<file path="config.mk">
export PLATFORM = sky130hd
export DESIGN_NAME = input_flit_buffer_flat
export DESIGN_NICKNAME = d
export VERILOG_FILES = /design/src/rtl/noc_pkg.sv /design/src/rtl/input_flit_buffer_if.sv /design/src/rtl/input_flit_buffer_fifo.sv /design/src/rtl/input_flit_buffer.sv /design/src/flat_wrapper.sv
export SDC_FILE = /design/constraint.sdc
export NUM_CORES = 1
export LEC_CHECK = 0
export BUFFER_PORTS_ARGS = -buffer_cell sky130_fd_sc_hd__buf_2
export CAP_MARGIN = 25
export CORE_UTILIZATION = 50
export CTS_BUF_LIST = sky130_fd_sc_hd__clkbuf_8
export DETAILED_ROUTE_END_ITERATION = 6
export PLACE_DENSITY_LB_ADDON = 0.15
export SKIP_CTS_REPAIR_TIMING = 1
export SYNTH_ARGS = -nofsm -noshare
export SYNTH_HDL_FRONTEND = slang
export SYNTH_SLANG_ARGS = --single-unit
export TNS_END_PERCENT = 5
</file>
<file path="constraint.sdc">
create_clock -name clk -period 5.3 [get_ports clk]
set_input_delay 1.325 -clock clk [delete_from_list [all_inputs] [get_ports clk]]
set_output_delay 1.325 -clock clk [all_outputs]
set_load 0.05 [all_outputs]
</file>
<file path="src/rtl/noc_pkg.sv">
// Shared mesh-router definitions: flit type codes, output-port indices,
// the input-stage state enum and the XY route function.
package noc_pkg;

   localparam logic [1:0] FT_HEAD   = 2'b10;
   localparam logic [1:0] FT_BODY   = 2'b00;
   localparam logic [1:0] FT_TAIL   = 2'b01;
   localparam logic [1:0] FT_SINGLE = 2'b11;

   localparam int P_LOCAL = 0;
   localparam int P_NORTH = 1;
   localparam int P_EAST  = 2;
   localparam int P_SOUTH = 3;
   localparam int P_WEST  = 4;

   typedef enum logic {
      ST_IDLE,
      ST_ACTIVE
   } state_t;

   // Dimension-ordered routing: resolve X completely before moving in Y.
   function automatic logic [4:0] xy_route(input logic [1:0] dest_x,
                                           input logic [1:0] dest_y,
                                           input logic [1:0] cur_x,
                                           input logic [1:0] cur_y);
      logic [4:0] r;
      r = '0;
      if (dest_x > cur_x)      r[P_EAST]  = 1'b1;
      else if (dest_x < cur_x) r[P_WEST]  = 1'b1;
      else if (dest_y > cur_y) r[P_NORTH] = 1'b1;
      else if (dest_y < cur_y) r[P_SOUTH] = 1'b1;
      else                     r[P_LOCAL] = 1'b1;
      return r;
   endfunction

endpackage

</file>
<file path="src/rtl/input_flit_buffer_if.sv">
// Flit/write-enable channel from the upstream mux plus the request/grant
// handshake toward the switch allocator.
interface input_flit_buffer_if #(parameter int FLIT_W = 8);
   logic [FLIT_W-1:0] in_flit;
   logic              in_wr_en;
   logic              full;
   logic [FLIT_W-1:0] out_flit;
   logic              out_valid;
   logic [4:0]        req;
   logic              grant;
   logic              drop_err;

   modport master (output in_flit, in_wr_en, grant,
                   input  full, out_flit, out_valid, req, drop_err);

   modport slave  (input  in_flit, in_wr_en, grant,
                   output full, out_flit, out_valid, req, drop_err);
endinterface

</file>
<file path="src/rtl/input_flit_buffer_fifo.sv">
// Circular-buffer flit FIFO; writes when full and reads when empty are ignored.
module flit_fifo #(
   parameter int W     = 8,
   parameter int DEPTH = 4
) (
   input  logic                     clk,
   input  logic                     rst,
   input  logic                     wr_en,
   input  logic [W-1:0]             wr_data,
   input  logic                     rd_en,
   output logic [W-1:0]             rd_data,
   output logic                     full,
   output logic                     empty,
   output logic [$clog2(DEPTH):0]   count
);
   localparam int AW = $clog2(DEPTH);
   localparam int CW = AW + 1;

   logic [W-1:0]  mem_q [DEPTH];
   logic [W-1:0]  mem_d [DEPTH];
   logic [AW-1:0] rd_ptr_q, rd_ptr_d, wr_ptr_q, wr_ptr_d;
   logic [CW-1:0] count_q, count_d;
   logic          do_wr, do_rd;

   assign full    = (count_q == CW'(DEPTH));
   assign empty   = (count_q == '0);
   assign count   = count_q;
   assign rd_data = mem_q[rd_ptr_q];

   // Pointers wrap for free because DEPTH is a power of two.
   always_comb begin
      do_wr    = wr_en && !full;
      do_rd    = rd_en && !empty;
      mem_d    = mem_q;
      wr_ptr_d = wr_ptr_q + AW'(do_wr);
      rd_ptr_d = rd_ptr_q + AW'(do_rd);
      count_d  = count_q + CW'(do_wr) - CW'(do_rd);
      if (do_wr) mem_d[wr_ptr_q] = wr_data;
   end

   always_ff @(posedge clk or posedge rst) begin
      if (rst) begin
         mem_q    <= '{default: '0};
         rd_ptr_q <= '0;
         wr_ptr_q <= '0;
         count_q  <= '0;
      end else begin
         mem_q    <= mem_d;
         rd_ptr_q <= rd_ptr_d;
         wr_ptr_q <= wr_ptr_d;
         count_q  <= count_d;
      end
   end

endmodule

</file>
<file path="src/rtl/input_flit_buffer.sv">
// Router input port: buffers incoming flits, routes head flits XY and holds
// the one-hot output request from head to tail (wormhole switching).
module input_flit_buffer
   import noc_pkg::*;
#(
   parameter int         FLIT_W = 8,
   parameter int         DEPTH  = 4,
   parameter logic [1:0] CUR_X  = 2'd0,
   parameter logic [1:0] CUR_Y  = 2'd0
) (
   input logic                clk,
   input logic                rst,
   input_flit_buffer_if.slave bus
);
   logic [FLIT_W-1:0]       fifo_rd_data;
   logic                    fifo_full, fifo_empty;
   logic [$clog2(DEPTH):0]  fifo_count;
   logic                    pop, discard, out_valid;
   logic [1:0]              front_type;
   state_t                  state_q, state_d;
   logic [4:0]              req_q, req_d;
   logic                    drop_err_q, drop_err_d;

   flit_fifo #(.W(FLIT_W), .DEPTH(DEPTH)) u_fifo (
      .clk     (clk),
      .rst     (rst),
      .wr_en   (bus.in_wr_en),
      .wr_data (bus.in_flit),
      .rd_en   (pop),
      .rd_data (fifo_rd_data),
      .full    (fifo_full),
      .empty   (fifo_empty),
      .count   (fifo_count)
   );

   assign front_type    = fifo_rd_data[7:6];
   assign out_valid     = (state_q == ST_ACTIVE) && (fifo_count != '0);
   assign bus.out_valid = out_valid;
   assign bus.out_flit  = fifo_rd_data;
   assign bus.full      = fifo_full;
   assign bus.req       = req_q;
   assign bus.drop_err  = drop_err_q;

   // In IDLE the front flit must open a packet; anything else is a stray
   // remnant and is discarded. In ACTIVE the request is held until the tail leaves.
   always_comb begin
      state_d = state_q;
      req_d   = req_q;
      pop     = 1'b0;
      discard = 1'b0;
      case (state_q)
         ST_IDLE: begin
            if (!fifo_empty) begin
               if (front_type == FT_HEAD || front_type == FT_SINGLE) begin
                  req_d   = xy_route(fifo_rd_data[5:4], fifo_rd_data[3:2], CUR_X, CUR_Y);
                  state_d = ST_ACTIVE;
               end else begin
                  pop     = 1'b1;
                  discard = 1'b1;
               end
            end
         end
         ST_ACTIVE: begin
            if (bus.grant && out_valid) begin
               pop = 1'b1;
               if (front_type == FT_TAIL || front_type == FT_SINGLE) begin
                  state_d = ST_IDLE;
                  req_d   = '0;
               end
            end
         end
      endcase
      drop_err_d = discard;
   end

   always_ff @(posedge clk or posedge rst) begin
      if (rst) begin
         state_q    <= ST_IDLE;
         req_q      <= '0;
         drop_err_q <= 1'b0;
      end else begin
         state_q    <= state_d;
         req_q      <= req_d;
         drop_err_q <= drop_err_d;
      end
   end

endmodule
</file>
<file path="src/flat_wrapper.sv">
// flat-port wrapper written by rule: the top's interface ports become plain ports
module input_flit_buffer_flat import noc_pkg::*;
#(
   parameter int         FLIT_W = 8,
   parameter int         DEPTH  = 4,
   parameter logic [1:0] CUR_X  = 2'd0,
   parameter logic [1:0] CUR_Y  = 2'd0
)
  (clk, rst, bus_in_flit, bus_in_wr_en, bus_grant, bus_full, bus_out_flit, bus_out_valid, bus_req, bus_drop_err);
  input_flit_buffer_if #(.FLIT_W(FLIT_W)) bus_i ();
  input logic clk;
  input logic rst;
  input wire logic [$bits(bus_i.in_flit)-1:0] bus_in_flit;
  input wire logic [$bits(bus_i.in_wr_en)-1:0] bus_in_wr_en;
  input wire logic [$bits(bus_i.grant)-1:0] bus_grant;
  output wire logic [$bits(bus_i.full)-1:0] bus_full;
  output wire logic [$bits(bus_i.out_flit)-1:0] bus_out_flit;
  output wire logic [$bits(bus_i.out_valid)-1:0] bus_out_valid;
  output wire logic [$bits(bus_i.req)-1:0] bus_req;
  output wire logic [$bits(bus_i.drop_err)-1:0] bus_drop_err;
  assign bus_i.in_flit = bus_in_flit;
  assign bus_i.in_wr_en = bus_in_wr_en;
  assign bus_i.grant = bus_grant;
  assign bus_full = bus_i.full;
  assign bus_out_flit = bus_i.out_flit;
  assign bus_out_valid = bus_i.out_valid;
  assign bus_req = bus_i.req;
  assign bus_drop_err = bus_i.drop_err;
  input_flit_buffer #(.FLIT_W(FLIT_W), .DEPTH(DEPTH), .CUR_X(CUR_X), .CUR_Y(CUR_Y)) u_core (.clk(clk), .rst(rst), .bus(bus_i));
endmodule
</file>
# Word level (Yosys, flattened, before mapping)
# Cells that the tools add are included.
[word_totals]
register_bits = 46
latch_bits = 0
mem_bits_rw = 0
mem_bits_ro = 0
output_inout_bits = 16
word_cells = 76
memories = 0
[op_classes]
addsub = 4
n_mul = 0
n_div = 0
n_lt_le_gt_ge = 7
eq_ne = 8
shifts = 0
muxes = 32
bitwise_logic = 3
n_reduce_logical = 12
[ops]
columns = ["operator", "n"]
rows = [
  ["$bwmux 32", 1],
  ["$mux 8", 3],
  ["$mux 5", 4],
  ["$bmux 8 s2", 1],
  ["$demux 8 s2", 1],
  ["$mux 1", 16],
  ["$pmux 5 s2", 1],
  ["$ge 3x3->1 const B", 2],
  ["$mux 2", 3],
  ["$ne 2x2->1 const B", 3],
  ["$not 2->3", 2],
  ["$logic_and 1x1->1", 5],
  ["$add 2x1->2", 2],
  ["$eq 2x2->1 const B", 2],
  ["$gt 2x1->1 const B", 2],
  ["$lt 2x1->1 const B", 2],
  ["$pmux 1 s2", 2],
  ["$reduce_and 4->1", 1],
  ["$add 3x1->3", 1],
  ["$eq 3x3->1 const B", 1],
  ["$logic_not 3->1", 1],
  ["$lt 3x1->1 const B", 1],
  ["$reduce_bool 3->1", 1],
  ["$sub 3x1->3", 1],
  ["5 further kinds", 7],
]

# Depth between registers and ports, before layout
# Gate-level depths: netlist of run 1.
[logic_depth]
depth_word = 12
depth_mapped = 9
ltp_nobuf = 8

# Hierarchy
# A second synthesis of run 1 with hierarchy kept.
[unflattened]
cells_unflattened = 133
hier_area_um2 = 2070.7
[modules_own_cells]
columns = ["module", "n_inst", "cells_per_inst", "area_per_inst_um2", "seq_area_each_um2"]
rows = [
  ["flit_fifo", 1, 106, 1762.9, 975.9],
  ["input_flit_buffer", 1, 27, 307.8, 125.1],
]

# Worst setup path before layout of run 1
# Ideal clock, no wire load.
[synth_timing]
path_kind = "reg2out"
from = "register u_core.u_fifo.rd_ptr_q[0]"
to = "output bus_out_flit[6]"
t_arrival_ns = 1.530
setup_slack_ns = 2.445
path_stages_with_launch = 4
path_buffers = 1
path_cell_list = "dfrtp_1 buf_2 inv_1 mux2i_1"
[synth_via]
elab_chain_cells = 4
[synth_rtl]
columns = ["element", "line_no", "source"]
rows = [
  ["start: declaration", "input_flit_buffer_fifo.sv:21", "logic [AW-1:0] rd_ptr_q, rd_ptr_d, wr_ptr_q, wr_ptr_d;"],
  ["start signal: assignment", "input_flit_buffer_fifo.sv:49", "rd_ptr_q <= rd_ptr_d;"],
  ["$not 2->3 (implied by the code)", "input_flit_buffer_fifo.sv:28", "assign rd_data = mem_q[rd_ptr_q];"],
  ["$bmux 8 s2", "input_flit_buffer_fifo.sv:28", ""],
  ["$mux 8 (implied by the code) (2 in a row)", "input_flit_buffer_fifo.sv:28", ""],
  ["end: declaration", "flat_wrapper.sv:17", "output wire logic [$bits(bus_i.out_flit)-1:0] bus_out_flit;"],
]
# No other way between the ends. The select of a mux whose other input is x is not followed.

# Final worst setup path of run 1
[layout_timing]
from = "register u_core.u_fifo.rd_ptr_q[0]"
to = "output bus_out_flit[7]"
# The elaborated chain is that of the path after synthesis.

==> key figures, run 1 <==
Timing
  • Final setup fails: 0
  • Fin crit period: 3200 ps
  • Worst-margin pin slew: 548 ps
  • Unrepaired setup endpoints after global routing: false
  • Max Slew Vio Count: 0
  • Clock skew: 7.56 ps
  • Setup TNS: 0 ps
  • Hold Violations, Final: 0
  • Max Fclk: 313 MHz
  • Final period utilization: 60.3%
  • Slew headroom: 63.5%
  • Hold slack: 486 ps

Critical path
  • Critical path class: flip-flop to output port
  • Max incr delay on CP: 670 ps
  • Critical path peak fanout: 11
  • Critical path capture point type: output port
  • Startpoint class of the critical path: flip-flop
  • Crit-path slowest cell: dfrtp_1
  • Required time worst endpoint: 3970 ps
  • Crit-path cells: mux4_2 -> buf_2
  • Worst EP arrival: 1870 ps
  • Crit path launch: u_core.u_fifo.rd_ptr_q[0]$_DFF_PP0_
  • CP bufs+invs: 1
  • CP top delay family: flip-flops
  • Worst reg2reg startpoint: u_core.u_fifo.rd_ptr_q[0]$_DFF_PP0_

Cells and area
  • Diodes inserted: 0
  • Leading cell type in the layout, fill and taps excluded: dfrtp_1
  • Fillcell total: 310
  • Commonest non-fill, non-tap cells in the layout: dfrtp_1 (44), mux2_2 (29), buf_2 (25)
  • # nets final: 178
  • Layout cell share with drive strength beyond 1: 43.3%
  • Area growth syn-to-layout: 12.7%
  • Design area: 2240 um2

Min path
  • Hold Startpoint: u_core.state_q$_DFF_PP0_
  • Hold WC Path Type: flip-flop to flip-flop

Clock tree
  • Clock Latency Late Sink: 300 ps
  • Worst-path clk slew: 80 ps
  • CTS Buffer Depth: 2
  • CTS root buf: clkbuf_8
  • Num CTS Buffers: 5
  • Clock Sinks: 44
  • CTS tree: done
  • H-tree depth: 2

Yosys
  • Mapped Area: 1990 um2
  • Syn_area_per_cell: 14.7 um2
  • Synth top area cells: dfrtp_1 (55%), mux2_2 (16%), mux4_2 (7.9%)
  • Cell taking the most area after synthesis: dfrtp_1
  • Syn. warnings: 0
  • Post-synthesis register bit count: 44
  • Synth top area share: 55.4%
  • Syn Inst Count: 135
  • Yosys cell types: 31
  • Sequential element share of the synthesized area: 55.4%

Routing
  • Drt first pass iters: 4
  • Drt initial violations: 52
  • Routed len/inst: 16.9 um
  • Final WL: 3.59 mm
  • Drt drc: 0
  • Detail Route Antenna Nets: 0
  • Vias post-DR: 1151
  • Via density per instance: 5.43

Floorplanning
  • Die span in x: 65.0 um
  • Starting density of the core: 53.1%
  • Core Area: 3740 um2
  • Die extent in y: 65.0 um
  • DIE AREA: 4230 um2
  • Placement Rows: 22
  • IO Pins: 28

Outcome
  • Run status: complete, no violations

Global route
  • Global-route wire length before repair: 6.09 mm
  • Global route total overflow: 0
  • Vias in the first global route: 1194
  • Overall routing resource usage: 20.1%
  • Initial antenna violation count: 0
  • Largest net degree at the start of global routing: 45

Place
  • PortBufs: 25
  • GP Congestion: 0.745
  • Hpwl dp: 2.54 mm
  • Dpl cell area: 2150 um2

Run
  • Max-cap viol count: 0
-- layout make-up --
class / count / area, um2 / share of cell area [%]
well taps: 48 / 60.1 / 2.68
flip-flops and latches: 44 / 1100 / 49.2
clock buffers: 6 / 82.6 / 3.69
multi-input cells: 81 / 837 / 37.4
clock inverters: 2 / 7.51 / 0.335
repair buffers: 26 / 133 / 5.92
inverters: 5 / 18.8 / 0.838
-- flip-flops by register name, indices dropped and copies added (netlist names) --
| register | cells |
|---|---|
| u_core.bus.req | 3 |
| u_core.u_fifo.count | 3 |
| u_core.u_fifo.wr_ptr_q | 2 |
| u_core.u_fifo.rd_ptr_q | 2 |
| u_core.state_q | 1 |
| u_core.u_fifo.mem_q | 32 |
| u_core.bus.drop_err | 1 |
-- per-layer routing --
layer  part of all wire, %  GRT usage, %  vias to the layer above
met2                    49          31.8                       21
met5                     0             0                        -
li1                      -             -                      539
met4                   1.3          6.52                        0
met1                    46          26.6                      586
met3                   3.7          6.16                        5
-- synth_stat cells, drive strengths merged --
cell	number
or3	1
a32o	1
a21oi	3
inv	5
conb	1
buf	5
dfrtp	44
mux2	32
clkbuf	1
fa	1
nand3b	2
o22ai	1
and3	1
o2bb2ai	2
mux4	7
xnor2	4
ha	2
nand2	2
nor3	2
nor2b	2
nor3b	2
nand3	2
xor2	2
a211o	1
nor2	5
mux2i	3
nand2b	1
-- kinds of logic after synthesis --
logic type,Yosys count,share of synthesized area (%)
flip-flops,44,55.4
multiplexers,42,27.6
AND/OR/NAND/NOR,20,6.36
buffers and inverters,11,2.64
AO/OA/AOI/OAI,8,2.90
XOR/XNOR,6,2.64
adder cells (fa/ha/maj),3,2.27
other,1,0.189
-- stage by stage --
| step | instances | util, % | worst slack, ps |
|---|---|---|---|
| finish | 212 | 59.8 | 2100 |
| global route | 212 | 59.8 | 2020 |
| CTS | 212 | 59.8 | 2070 |
| detailed placement | 204 | 57.4 | 2280 |
| global placement | 204 | 57.4 | 2360 |
| floorplan | 136 | - | 2450 |
-- path summary, 6_finish.rpt --
kind	cells after the start	endpoint	slack, ps
worst max register to register	8	u_core.u_fifo.count[2]$_DFF_PP0_	2390
max in group asynchronous	3	u_core.u_fifo.mem_q[5]$_DFFE_PP0P_	3770
worst min-delay path	1	u_core.bus.drop_err$_DFF_PP0_	490
worst min register to register	1	u_core.bus.drop_err$_DFF_PP0_	490
worst max-delay path	2	bus_out_flit[7]	2100
min in group asynchronous	3	u_core.u_fifo.mem_q[31]$_DFFE_PP0P_	1150
Power of run 1 is left out: the tool's default activity adds up to more than one toggle a clock period on the data nets, which glitch-free logic cannot reach.
==> run 2: changes to the inputs <==
- clock period: 5.3 -> 2.9 ns (I/O delays scaled with it)
==> key figures, run 2 (same netlist as run 1, synthesis figures left out) <==
Outcome
  • Run status: complete, no violations (unchanged)

Clock tree
  • Worst-path clk slew: 80 ps (about the same)
  • Num CTS Buffers: 5 (unchanged)
  • CTS root buf: clkbuf_8 (unchanged)
  • H-tree depth: 2 (unchanged)
  • Clock Latency Late Sink: 300 ps (about the same)
  • CTS Buffer Depth: 2 (unchanged)
  • CTS tree: done (unchanged)
  • Clock Sinks: 44 (unchanged)

Timing
  • Setup TNS: 0 ps (unchanged)
  • Max Slew Vio Count: 0 (unchanged)
  • Hold Violations, Final: 0 (unchanged)
  • Final period utilization: 87.1%
  • Clock skew: 4.81 ps (was 7.56 ps)
  • Max Fclk: 396 MHz
  • Slew headroom: 63.6% (was 63.5%)
  • Unrepaired setup endpoints after global routing: false (unchanged)
  • Final setup fails: 0 (unchanged)
  • Fin crit period: 2530 ps
  • Worst-margin pin slew: 544 ps (was 548 ps)

Routing
  • Drt first pass iters: 4 (unchanged)
  • Detail Route Antenna Nets: 0 (unchanged)
  • Routed len/inst: 17.0 um (was 16.9 um)
  • Final WL: 3.63 mm (was 3.59 mm)
  • Drt initial violations: 59 (was 52)
  • Via density per instance: 5.52 (was 5.43)
  • Vias post-DR: 1182 (was 1151)
  • Drt drc: 0 (unchanged)

Run
  • Max-cap viol count: 0 (unchanged)

Min path
  • Hold Startpoint: u_core.u_fifo.mem_q[25]$_DFFE_PP0P_ (was u_core.state_q$_DFF_PP0_)
  • Hold WC Path Type: flip-flop to flip-flop (unchanged)

Critical path
  • Crit path launch: u_core.u_fifo.rd_ptr_q[0]$_DFF_PP0_ (unchanged)
  • Crit-path cells: mux4_2 -> a211o_1 -> xnor2_1 -> ha_1 -> inv_1 -> fa_1 -> xnor2_1 -> xnor2_1 (was mux4_2 -> buf_2)
  • Reg2reg end: u_core.u_fifo.count[2]$_DFF_PP0_ (unchanged)
  • Worst EP arrival: 2710 ps (was 1870 ps)
  • Critical path peak fanout: 6 (was 11)
  • Reg2Reg Setup Slack: 370 ps (was 2390 ps)
  • Critical path class: flip-flop to flip-flop (was flip-flop to output port)
  • Top cell by count, worst path: xnor2_1
  • CP bufs+invs: 1 (unchanged)
  • CP top delay family: multiplexers (was flip-flops)
  • Max incr delay on CP: 580 ps (was 670 ps)
  • Crit-path slowest cell: mux4_2 (was dfrtp_1)
  • Startpoint class of the critical path: flip-flop (unchanged)
  • CP Capture Point: u_core.u_fifo.count[2]$_DFF_PP0_ (was bus_out_flit[7])
  • R2R cell count: 8 (unchanged)
  • Required time worst endpoint: 3090 ps (was 3970 ps)
  • CP Depth: 8 (was 2)
  • Worst reg2reg startpoint: u_core.u_fifo.rd_ptr_q[0]$_DFF_PP0_ (unchanged)
  • Critical path capture point type: flip-flop (was output port)

Global route
  • Global route total overflow: 0 (unchanged)
  • Overall routing resource usage: 20.8% (was 20.1%)
  • Initial antenna violation count: 0 (unchanged)
  • Global-route wire length before repair: 6.33 mm (was 6.09 mm)
  • Largest net degree at the start of global routing: 45 (unchanged)
  • Vias in the first global route: 1252 (was 1194)

Place
  • PortBufs: 25 (unchanged)
  • Hpwl dp: 2.54 mm (about the same)
  • GP Congestion: 0.732 (was 0.745)

Floorplanning
  • Starting density of the core: 53.1% (unchanged)
  • Placement Rows: 22 (unchanged)
  • IO Pins: 28 (unchanged)
  • Die span in x: 65.0 um (unchanged)
  • Die extent in y: 65.0 um (unchanged)
  • DIE AREA: 4230 um2 (unchanged)
  • Core Area: 3740 um2 (unchanged)

Cells and area
  • Leading cell type in the layout, fill and taps excluded: dfrtp_1 (unchanged)
  • Layout cell share with drive strength beyond 1: 45.2% (was 43.3%)
  • Commonest non-fill, non-tap cells in the layout: dfrtp_1 (44), mux2_2 (29), buf_2 (25) (unchanged)
  • Biggest register: u_core.u_fifo.mem_q (unchanged)
  • Diodes inserted: 0 (unchanged)
  • Max reg flops: 32 (unchanged)
  • Area growth syn-to-layout: 13.6% (was 12.7%)
  • Fillcell total: 321 (was 310)
  • # nets final: 180 (was 178)
run 2: changes by cell type in the layout (fill, tap and decap cells not counted):
cell	delta
buf_4	+2
clkinv_2	+2
inv_1	-2
run 2: worst min-delay path by stage:
stage	end	slack, ps	cells past startpoint
6_report	u_core.u_fifo.mem_q[25]$_DFFE_PP0P_	490	1
5_1_grt	u_core.u_fifo.mem_q[25]$_DFFE_PP0P_	520	1
4_1_cts	u_core.u_fifo.mem_q[25]$_DFFE_PP0P_	490	1
3_5_place_dp	u_core.u_fifo.mem_q[25]$_DFFE_PP0P_	480	1
3_3_place_gp	u_core.u_fifo.mem_q[24]$_DFFE_PP0P_	460	1
2_1_floorplan	u_core.bus.drop_err$_DFF_PP0_	450	1
run 2: stage by stage:
step	hold WS (ps)	area (um2)	util, %	setup WS, ps	std cells
detailed placement	476	2160	57.8	377	206
floorplan	452	1990	-	315	136
CTS	494	2260	60.3	364	214
global route	516	2260	60.3	166	214
global placement	463	2160	57.8	467	206
finish	491	2260	60.3	374	214
run 2: layout make-up:
| class | count | area, um2 | area share, % |
|---|---|---|---|
| Clock buffer | 6 | 82.6 | 3.66 |
| Clock inverter | 2 | 10.0 | 0.443 |
| Inverter | 5 | 18.8 | 0.831 |
| Multi-Input combinational cell | 81 | 837 | 37.1 |
| Sequential cell | 44 | 1100 | 48.8 |
| Tap cell | 48 | 60.1 | 2.66 |
| Timing Repair Buffer | 28 | 148 | 6.54 |
run 2: layer usage:
metal	GRT usage, %	wire length [um]	up-vias
met1	27.5	1690	611
met3	5.11	120	6
met4	9.78	66	0
met5	0	0	-
met2	32.2	1760	23
li1	-	-	542
Power of run 2 is left out for the same reason.
